### src/rtl/approx_add_pipe.sv
// Pipelined adder with run-time selectable lower-part-OR approximation and valid/ready handshake.
// Define APPROX_ADD_ERR_STAT_EN to build the exact shadow path and error statistics.
module approx_add_pipe #(
  parameter int unsigned WIDTH       = 8,
  parameter int unsigned APPROX_BITS = 2,
  parameter int unsigned STAGES      = 2
) (
  input  logic             clk,
  input  logic             rst_n,
  input  logic             in_valid,
  output logic             in_ready,
  input  logic [WIDTH-1:0] a,
  input  logic [WIDTH-1:0] b,
  input  logic             approx_en,
  output logic             out_valid,
  input  logic             out_ready,
  output logic [WIDTH:0]   sum,
  input  logic             stat_clr,
  output logic [31:0]      err_cnt,
  output logic [WIDTH:0]   err_max,
  output logic [31:0]      err_sum
);

  logic [WIDTH:0]    exact_sum;
  logic [WIDTH:0]    calc_sum;
  logic [STAGES-1:0] v_q;
  logic [WIDTH:0]    sum_q [STAGES];
  logic [STAGES-1:0] rdy;

  assign exact_sum = {1'b0, a} + {1'b0, b};

  if (APPROX_BITS > 0) begin : g_approx
    localparam int unsigned UW = WIDTH - APPROX_BITS + 1;
    logic [UW-1:0] upper;
    logic          carry;
    // Only the top approximated bit pair feeds a carry into the exact upper part.
    assign carry = a[APPROX_BITS-1] & b[APPROX_BITS-1];
    assign upper = {1'b0, a[WIDTH-1:APPROX_BITS]} + {1'b0, b[WIDTH-1:APPROX_BITS]}
                 + {{(UW-1){1'b0}}, carry};
    assign calc_sum = approx_en ? {upper, a[APPROX_BITS-1:0] | b[APPROX_BITS-1:0]} : exact_sum;
  end else begin : g_exact
    logic unused_approx_en;
    assign unused_approx_en = approx_en;
    assign calc_sum = exact_sum;
  end

  // A slice may load when it or any slice downstream of it has room, or the sink accepts.
  always_comb begin
    logic r;
    rdy = '0;
    for (int i = 0; i < STAGES; i++) begin
      r = out_ready;
      for (int j = i; j < STAGES; j++) r = r | ~v_q[j];
      rdy[i] = r;
    end
  end

  always_ff @(posedge clk or negedge rst_n) begin
    if (!rst_n) begin
      v_q <= '0;
      for (int i = 0; i < STAGES; i++) sum_q[i] <= '0;
    end else begin
      if (rdy[0]) begin
        v_q[0]   <= in_valid;
        sum_q[0] <= calc_sum;
      end
      for (int i = 1; i < STAGES; i++) begin
        if (rdy[i]) begin
          v_q[i]   <= v_q[i-1];
          sum_q[i] <= sum_q[i-1];
        end
      end
    end
  end

  assign in_ready  = rdy[0];
  assign out_valid = v_q[STAGES-1];
  assign sum       = sum_q[STAGES-1];

`ifdef APPROX_ADD_ERR_STAT_EN
  logic [WIDTH:0] exact_q [STAGES];
  logic           deliver;
  logic [WIDTH:0] exact_out;
  logic [WIDTH:0] err_abs;
  logic [32:0]    esum_wide;
  logic [31:0]    err_cnt_q, err_cnt_d;
  logic [31:0]    err_sum_q, err_sum_d;
  logic [WIDTH:0] err_max_q, err_max_d;

  always_ff @(posedge clk or negedge rst_n) begin
    if (!rst_n) begin
      for (int i = 0; i < STAGES; i++) exact_q[i] <= '0;
    end else begin
      if (rdy[0]) exact_q[0] <= exact_sum;
      for (int i = 1; i < STAGES; i++) begin
        if (rdy[i]) exact_q[i] <= exact_q[i-1];
      end
    end
  end

  assign deliver   = out_valid & out_ready;
  assign exact_out = exact_q[STAGES-1];
  assign err_abs   = (sum >= exact_out) ? (sum - exact_out) : (exact_out - sum);
  assign esum_wide = {1'b0, err_sum_q} + 33'(err_abs);

  always_comb begin
    err_cnt_d = err_cnt_q;
    err_sum_d = err_sum_q;
    err_max_d = err_max_q;
    // Clear takes priority over a coinciding delivery.
    if (stat_clr) begin
      err_cnt_d = '0;
      err_sum_d = '0;
      err_max_d = '0;
    end else if (deliver) begin
      if ((err_abs != '0) && (err_cnt_q != '1)) err_cnt_d = err_cnt_q + 32'd1;
      if (err_abs > err_max_q) err_max_d = err_abs;
      err_sum_d = esum_wide[32] ? '1 : esum_wide[31:0];
    end
  end

  always_ff @(posedge clk or negedge rst_n) begin
    if (!rst_n) begin
      err_cnt_q <= '0;
      err_sum_q <= '0;
      err_max_q <= '0;
    end else begin
      err_cnt_q <= err_cnt_d;
      err_sum_q <= err_sum_d;
      err_max_q <= err_max_d;
    end
  end

  assign err_cnt = err_cnt_q;
  assign err_max = err_max_q;
  assign err_sum = err_sum_q;
`else
  logic unused_stat_clr;
  assign unused_stat_clr = stat_clr;
  assign err_cnt = '0;
  assign err_max = '0;
  assign err_sum = '0;
`endif

endmodule

### config.mk
export PLATFORM = sky130hd
export DESIGN_NAME = approx_add_pipe
export DESIGN_NICKNAME = d
export VERILOG_FILES = /design/src/rtl/approx_add_pipe.sv
export SDC_FILE = /design/constraint.sdc
export NUM_CORES = 1
export LEC_CHECK = 0
export CORE_UTILIZATION = 35
export CTS_CLUSTER_DIAMETER = 120
export DETAILED_ROUTE_END_ITERATION = 7
export GPL_ROUTABILITY_DRIVEN = 0
export PLACE_DENSITY = 0.78
export SKIP_CTS_REPAIR_TIMING = 1
export SYNTH_ARGS = -nofsm -noshare
export SYNTH_HDL_FRONTEND = slang
export SYNTH_SLANG_ARGS = --single-unit
### constraint.sdc
create_clock -name clk -period 1 [get_ports clk]
set_input_delay 0.25 -clock clk [delete_from_list [all_inputs] [get_ports clk]]
set_output_delay 0.25 -clock clk [all_outputs]
set_load 0.02 [all_outputs]
# Word-level counts from Yosys, hierarchy flattened
# Cells that the tools add are included.
word_totals:
  ff_bits: 20
  latch_bits: 0
  ramBits: 0
  rom_bits: 0
  input_bits: 22
  output_inout_bits: 84
  elab_cells: 15
  mem_count: 0
classes:
  add_sub_neg: 3
  n_mul: 0
  div: 0
  n_lt_le_gt_ge: 0
  eq_ne: 0
  n_shift: 0
  n_mux: 1
  bitwise_logic: 7
  reduce_logical: 0
op_table:
  columns: ["cell", "n"]
  rows:
  - ["$add 8x8->9", 1]
  - ["$mux 9", 1]
  - ["$add 6x6->7", 1]
  - ["$add 7x1->7", 1]
  - ["$or 1x1->1", 3]
  - ["$not 1->1", 2]
  - ["$or 2x2->2", 1]
  - ["$and 1x1->1", 1]

# Longest topological paths before layout
logic_depth:
  depth_word: 3
  mapped_depth: 8
  mapped_depth_nobuf: 8

# Worst setup path before layout
# Ideal clock, no wire load.
synth_timing:
  kind: "input port to flip-flop"
  startpoint: "input port a[1]"
  endpoint: "register sum_q[15] (netlist name)"
  setup_time_ps: 120
  t_arrival_ps: 1904
  setup_slack_ps: -1024
  stages: 7
  path_buffers: 0
  path_cell_list: "ha_1 -> fa_1 -> fa_1 -> nor2b_1 -> a21oi_2 -> a311o_1 -> o211a_1"
synth_between:
  elab_chain_len: 3
  word_cells_on_any_way: 4
  classes_between: "add/sub (2); mux (1); bitwise (1)"
synth_lines:
  columns: ["element", "line", "source"]
  rows:
  - ["start, declared", "12", "input logic [WIDTH-1:0] a,"]
  - ["$and 1x1->1", "37", "assign carry = a[APPROX_BITS-1] & b[APPROX_BITS-1];"]
  - ["$add 7x1->7", "39", "+ {{(UW-1){1'b0}}, carry};"]
  - ["$mux 9 *", "40", "assign calc_sum = approx_en ? {upper, a[APPROX_BITS-1:0] | b[APPROX_BITS-1:0]} : exact_sum;"]
  - ["end signal, assigned by index", "70", "sum_q[i] <= sum_q[i-1];"]
  - ["end, declared", "27", "logic [WIDTH:0] sum_q [STAGES];"]
# Mark *: on every way between the ends. The rest lies on a longest branch, timed or not.
# A chain may end at the register's enable or synchronous reset.

# Worst setup path in the final report
# Ends and elaborated chain as after synthesis.

==> results.sh <==
export IMPL_final_common_cell="conb_1"
export IMPL_setup_ws_ns=-0.781
export IMPL_multi_input_area_um2=1110
export IMPL_reg2reg_from="v_q[1]"
export IMPL_finalCriticalPeriod_ns=1.78
export IMPL_clk_pin_slew_ns=0.06
export IMPL_yosysTopAreaCell="buf_4"
export IMPL_io_pins=106
export IMPL_cts_max_level=1
export IMPL_fp_dieW_um=74.4
export IMPL_n_fill_cell=457
export IMPL_clock_path_buffers=2
export IMPL_synth_area_um2=1840
export IMPL_power_mw=3.30
export IMPL_crit_fanout=4
export IMPL_power_density_nw_per_um2=1350
export IMPL_violations="negative setup slack"
export IMPL_final_max_slew_violation_count=0
export IMPL_syn_area_per_cell_um2=9.67
export IMPL_synth_cells=190
export IMPL_grt_pass1_wl_mm=4.21
export IMPL_cts_tree="built"
export IMPL_drv_cap=0
export IMPL_syn_to_final_growth_pct=33.1
export IMPL_core_area_um2=5070
export IMPL_yosys_warnings=0
export IMPL_outcome="complete, but fails checks"
export IMPL_vias=1220
export IMPL_setup_viol=30
export IMPL_ant_nets=0
export IMPL_synth_area_leaders="buf_4 34%, dfrtp_1 27%, ha_1 6.8%"
export IMPL_ys_seq_area_share_pct=27.2
export IMPL_drc_errors=0
export IMPL_finalHoldViolations=0
export IMPL_ys_types=35
export IMPL_dieArea_um2=5540
export IMPL_rows=26
export IMPL_via_per_inst=3.87
export IMPL_timing_critical_path_from="a[1]"
export IMPL_yosys_register_bits=20
export IMPL_num_nets_final=281
export IMPL_end_kind="flip-flop"
export IMPL_final_cell_mix="73 x conb_1, 26 x buf_4, 19 x dfrtp_1"
export IMPL_power_leakage_nw=1.25
export IMPL_track_usage_pct=9.79
export IMPL_clock_skew_ns=0.00256
export IMPL_utilization_pct=48.2
export IMPL_critPathKind="input port to flip-flop"
export IMPL_drive_above_1_share_pct=35.5
export IMPL_post_route_period_util_pct=178
export IMPL_diodes=0
export IMPL_numCtsBuffers=3
export IMPL_synth_top_area_share_pct=33.5
export IMPL_irDropWorstVdd_v=0.000620
export IMPL_required_ns=1.14
export IMPL_arrival_ns=1.92
export IMPL_cp_start_kind="input port"
export IMPL_fin_tns_setup_ns=-6.77
export IMPL_initial_core_util_pct=36.2
export IMPL_first_iter_violations=77
export IMPL_drt_wl_total_mm=3.11
export IMPL_grt_max_degree=21
export IMPL_cts_root_buf="clkbuf_8"
export IMPL_grt_ovfl_total=0
export IMPL_worstHoldPathType="input port to asynchronous set/reset pin"
export IMPL_clock_sinks=20
export IMPL_max_freq_ghz=0.562
export IMPL_die_h_um=74.4
export IMPL_antenna_found_initial=0
export IMPL_seq_area_um2=502
export IMPL_routedWlPerCell_um=9.87
export IMPL_portBuffers=31
export IMPL_clk_latency_ns=0.25
export IMPL_drt_pass1_iterations=4
export IMPL_grt_pass1_vias=999
export IMPL_rsz0062_at_grt="true"
export IMPL_dp_hpwl_mm=2.25
flip-flops by register name (all words and copies together), names as in the netlist:
register  count
sum           9
v_q           2
sum_q         9
critical path: stages:
cell	delay, ns
buf_8	0.10
ha_4	0.15
fa_2	0.44
fa_2	0.38
nor2b_4	0.14
a21oi_4	0.06
a311o_1	0.28
o211a_1	0.12
per-layer routing:
metal	wire length (µm)	part of all wire (%)	global-route usage (%)	vias up
met2	1840	59	19.4	53
li1	-	-	-	582
met3	194	6.2	1.63	2
met4	26	0.84	4.40	0
met5	0	0	0	-
met1	1040	34	9.82	583
worst paths after layout:
path / endpoint / slack (ns) / depth (start not counted)
max in group asynchronous: v_q[1] / 0.51 / 2
hold reg to reg: v_q[1] / 0.46 / 1
setup reg to reg: sum_q[15] / -0.40 / 5
hold / removal: v_q[0] / 0.36 / 2
min in group clk: v_q[1] / 0.46 / 1
setup / recovery: sum_q[15] / -0.78 / 8
layout make-up:
cell class | count | share of cell area [%]
Tap cell | 70 | 3.58
Inverter | 6 | 0.921
Multi-Input combinational cell | 150 | 45.4
Sequential cell | 20 | 20.5
Timing Repair Buffer | 65 | 27.3
Clock buffer | 4 | 2.25
Yosys cell counts:
master	number
a21o_1	1
a21oi_1	10
a21oi_2	1
a221oi_1	1
a311o_1	1
a31oi_1	2
a31oi_4	1
and2b_1	1
and3_1	1
and4b_1	1
buf_2	3
buf_4	82
buf_6	1
conb_1	1
dfrtp_1	20
fa_1	3
ha_1	10
inv_1	6
mux2_2	10
mux2i_1	2
nand2_1	3
nand2b_1	4
nand3b_1	1
nor2_1	9
nor2b_1	2
nor2b_2	1
nor3_1	2
nor3_2	2
o211a_1	1
o21ai_0	1
o21ai_1	1
o311ai_4	1
or2_2	1
xnor2_1	1
xor2_1	2
per-stage QoR:
| step | instances | hold WS [ns] | worst slack, ns | cell area, µm² |
|---|---|---|---|---|
| after floorplan | 262 | -0.0456 | -0.812 | 2190 |
| after global placement | 301 | 0.445 | -1.36 | 2140 |
| after detailed placement | 301 | 0.452 | -1.43 | 2140 |
| after CTS | 305 | 0.354 | -1.17 | 2190 |
| after global routing | 315 | 0.358 | -0.801 | 2440 |
| final | 315 | 0.357 | -0.781 | 2440 |
report_power, final:
group	switching, mW	internal (mW)	total [mW]
combinational	0.780	0.849	1.63
clock	0.230	0.349	0.579
sequential	0.114	0.977	1.09
kinds of logic after synthesis:
group | synth area share [%]
buffers and inverters | 36.2
and+or+nand+nor | 8.65
AOI/OAI and AO/OA | 8.99
DFF | 27.2
adders and majority gates | 10.1
muxes | 7.22
xor gates and xnor gates | 1.43
other | 0.204
Power figures use the tool's default switching activity.
